`src/rtl/rca_pkg.sv`:
```
// rca_pkg: shared width default and bundled result type for the ripple-carry adder
package rca_pkg;
    localparam int RCA_DEFAULT_WIDTH = 4;
    typedef struct packed {
        logic [RCA_DEFAULT_WIDTH-1:0] sum;
        logic                         carry;
        logic                         overflow;
    } rca_result_t;
endpackage

```
`src/rtl/rca_full_adder.sv`:
```
// full_adder: single-bit combinational full-adder cell
module full_adder (
    input  logic a,
    input  logic b,
    input  logic cin,
    output logic s,
    output logic cout
);
    assign s    = a ^ b ^ cin;
    assign cout = (a & b) | (a & cin) | (b & cin);
endmodule

```
`src/rtl/rca.sv`:
```
// rca: ripple-carry adder with registered sum, carry-out and signed overflow
module rca
    import rca_pkg::*;
#(
    parameter int WIDTH = RCA_DEFAULT_WIDTH
) (
    input  logic             clk,
    input  logic             rst_n,
    input  logic [WIDTH-1:0] a,
    input  logic [WIDTH-1:0] b,
    input  logic             Cin,
    input  logic             in_valid,
    output logic [WIDTH-1:0] sum,
    output logic             carry,
    output logic             overflow,
    output logic             out_valid
);
    logic [WIDTH:0]   c;
    logic [WIDTH-1:0] s;
    assign c[0] = Cin;
    for (genvar i = 0; i < WIDTH; i++) begin : g_fa
        full_adder u_fa (
            .a   (a[i]),
            .b   (b[i]),
            .cin (c[i]),
            .s   (s[i]),
            .cout(c[i+1])
        );
    end
    always_ff @(posedge clk) begin
        if (!rst_n) begin
            sum       <= '0;
            carry     <= 1'b0;
            overflow  <= 1'b0;
            out_valid <= 1'b0;
        end else begin
            if (in_valid) begin
                sum      <= s;
                carry    <= c[WIDTH];
                overflow <= c[WIDTH] ^ c[WIDTH-1];
            end
            out_valid <= in_valid;
        end
    end
endmodule

```
`config.mk`:
```
export PLATFORM = sky130hd
export DESIGN_NAME = rca
export DESIGN_NICKNAME = d
export VERILOG_FILES = /design/src/rtl/rca_pkg.sv /design/src/rtl/rca_full_adder.sv /design/src/rtl/rca.sv
export SDC_FILE = /design/constraint.sdc
export NUM_CORES = 1
export LEC_CHECK = 0
export BUFFER_PORTS_ARGS = -buffer_cell sky130_fd_sc_hd__buf_2
export CORE_AREA = 8 8 45 47
export DETAILED_ROUTE_END_ITERATION = 6
export DIE_AREA = 0 0 53 55
export PLACE_DENSITY = 0.57
export SYNTH_ARGS = -nofsm -noshare
export SYNTH_HDL_FRONTEND = slang
export SYNTH_SLANG_ARGS = --single-unit
export TNS_END_PERCENT = 100
```
`constraint.sdc`:
```
create_clock -name clk -period 3.6 [get_ports clk]
set_input_delay 0.72 -clock clk [delete_from_list [all_inputs] [get_ports clk]]
set_output_delay 0.72 -clock clk [all_outputs]
set_load 0.05 [all_outputs]
```
==> results.cfg <==
[critical_path]
cp_slowest_stage_delay_ns = 0.41
cp-end-kind = register
worstSetupStartpointType = primary input
crit_type = primary input to register
reg2reg_depth = 2
critPathSlowestCell = fa_1
crit-reg2reg-launch = overflow
crit_path_cell_trace = buf_2, inv_1, fa_1, inv_1, fa_1, fa_1, inv_1, fa_1, nand2_1, o211a_1
reg2reg_slack_ns = 2.85
critical_path_required_ns = 3.80
regToRegEndpoint = overflow
crit_fanout = 2
crit_arrival_ns = 2.57
cp_common_cell = fa_1

[logic_synthesis]
synth_common_cells = 7 x dfxtp_1, 7 x inv_1, 4 x fa_1
synth_area_um2 = 364
avgSynthCellArea_um2 = 11.0
synth-edff-count = 0
synth_top_area_share_pct = 38.5
synth_area_leaders = dfxtp_1 38%, fa_1 22%, o211a_1 8.2%
syn-num-nets = 49
yosys_warnings = 0
ys_dominant_reg_cell = dfxtp_1
ys_types = 11
yosys.area.top_type = dfxtp_1
seq_area_frac_synth_pct = 38.5
ys_ff_latch = 7
synth_cells = 33
synthArstFlopShare_pct = 0

[layout]
nets = 71
area_growth_pct = 34.4
layout-drive-gt1-share_pct = 40.7
multi_input_area_um2 = 186
antennaDiodeCount = 0
fin_cells = 70
seq_area_um2 = 140
final.fill_count = 153

[die]
io-pin-count = 19
die_w_um = 53
start_util_pct = 26.3
rows = 14
die-area_um2 = 2920
core_um2 = 1380
die_y_um = 55

[cts]
clock_path_buffers = 2
htree_num_levels = 1
post_cts_resized = 0
cts-root-buf = clkbuf_4
post_cts.repair.setup_buffers = 0
hold_buffers = 0
clk_latency_ns = 0.25
numClockSinks = 7
clk_pin_slew_ns = 0.05
cts_tree = built
cts_buffers = 3

[power_and_ir_drop]
ir_drop_mv = 0.148
power_density_nw_per_um2 = 462
power_leakage_nw = 0.282

[drt]
ant_nets = 0
via_count = 283
finalWirelength_um = 723
vias_per_cell = 4.04
drt-initial-drc-count = 1
firstDrtPassIters = 2
drc = 0
wire_per_inst_um = 10.3

[job]
drv_cap = 0

[hold_path]
holdPathStages = 1
hp-class = register to register
min-delay-start = sum[0]
hold_end = sum[0]

[global_route]
overflow = 0
grt_usage_pct = 5.54
grt_pass1_vias = 277
grt_max_degree = 11
grt_pass1_wl_mm = 1.17
antenna_found_initial = 0

[placed_design]
dpl.hpwl_um = 605
routabilityCongestion = 0.675
portBuffers = 18
place_inst = 66

[timing]
drv_slew = 0
hold_viol_final = 0
finClkSkew_ns = 0
setup_violations = 0
tightest_slew_ns = 0.253
fmax_mhz = 422
fin_tns_setup_ns = 0
grt_setup_unrepaired = no
fin_crit_sh_pct = 65.8
timing.final.crit_period_ns = 2.37
relSlewSlack_pct = 83.2

[outcome]
status = finished, final reports clean
-- routing by layer --
layer,GRT usage (%),part of all wire (%),wire [um],vias up
li1,-,-,-,143
met2,8.01,43,308,13
met1,5.68,37,269,125
met5,0,0,0,-
met3,4.55,19,136,2
met4,2.59,1.1,8,0
-- logic make-up (layout without fill, tap and decap cells) --
logic type / Yosys count / count (layout) / share of synthesized area (%)
buf+inv: 8 / 29 / 10.3
compound gates: 4 / 4 / 10.7
mux: 2 / 2 / 5.50
xor+xnor: 1 / 1 / 2.41
fa+ha+maj: 4 / 4 / 22.0
flops: 7 / 7 / 38.5
simple gates: 7 / 7 / 10.7
-- state kept, by name, indices dropped and copies added, names as in the netlist --
name	count
sum	4
carry	1
out_valid	1
overflow	1
-- worst max-delay path: cells and delay by family --
kind	cells	cell delay (ns)
buf+inv	4	0.28
fa+ha+maj	4	1.34
compound gates	1	0.13
simple gates	1	0.08
-- layout make-up --
| class | count | area share [%] |
|---|---|---|
| well taps | 16 | 4.09 |
| multi-input cells | 18 | 38.1 |
| clock buffers | 4 | 5.37 |
| flip-flops and latches | 7 | 28.6 |
| repair buffers | 18 | 18.4 |
| inverters | 7 | 5.37 |
-- stage by stage --
step	setup WS (ns)	area, um^2	hold slack, ns	total power [mW]	utilization, %
floorplan	1.14	364	0.743	0.138	-
global placement	0.973	463	0.459	0.155	33.5
detailed placement	0.957	463	0.462	0.155	33.5
CTS	1.21	489	0.475	0.230	35.4
global route	1.13	489	0.496	0.240	35.4
finish	1.23	489	0.473	0.226	35.4
-- worst max path at each step --
stage / cells past startpoint / start / end
3_3_place_gp: 10 / a[0] / sum[3]
3_5_place_dp: 10 / a[0] / sum[3]
6_report: 10 / a[0] / sum[3]
2_1_floorplan: 9 / a[0] / sum[3]
5_1_grt: 10 / a[0] / sum[3]
4_1_cts: 10 / a[0] / sum[3]
-- report_power, final --
| part | internal (mW) | switching, mW | leakage, nW |
|---|---|---|---|
| Clock | 0.0424 | 0.0308 | 0.0150 |
| Sequential | 0.0847 | 0.00279 | 0.0581 |
| Combinational | 0.0227 | 0.0425 | 0.209 |
| Total | 0.150 | 0.0761 | 0.282 |
-- layout by cell type, fill, tap and decap left out --
cell / count
mux2i_1: 2
o211a_1: 3
buf_2: 18
clkbuf_1: 1
and2_4: 1
inv_1: 7
nand2_1: 3
xnor2_1: 1
fa_1: 4
a22o_1: 1
clkbuf_4: 3
nor2b_1: 3
dfxtp_1: 7
No activity file was read; power rests on OpenSTA's default activity.
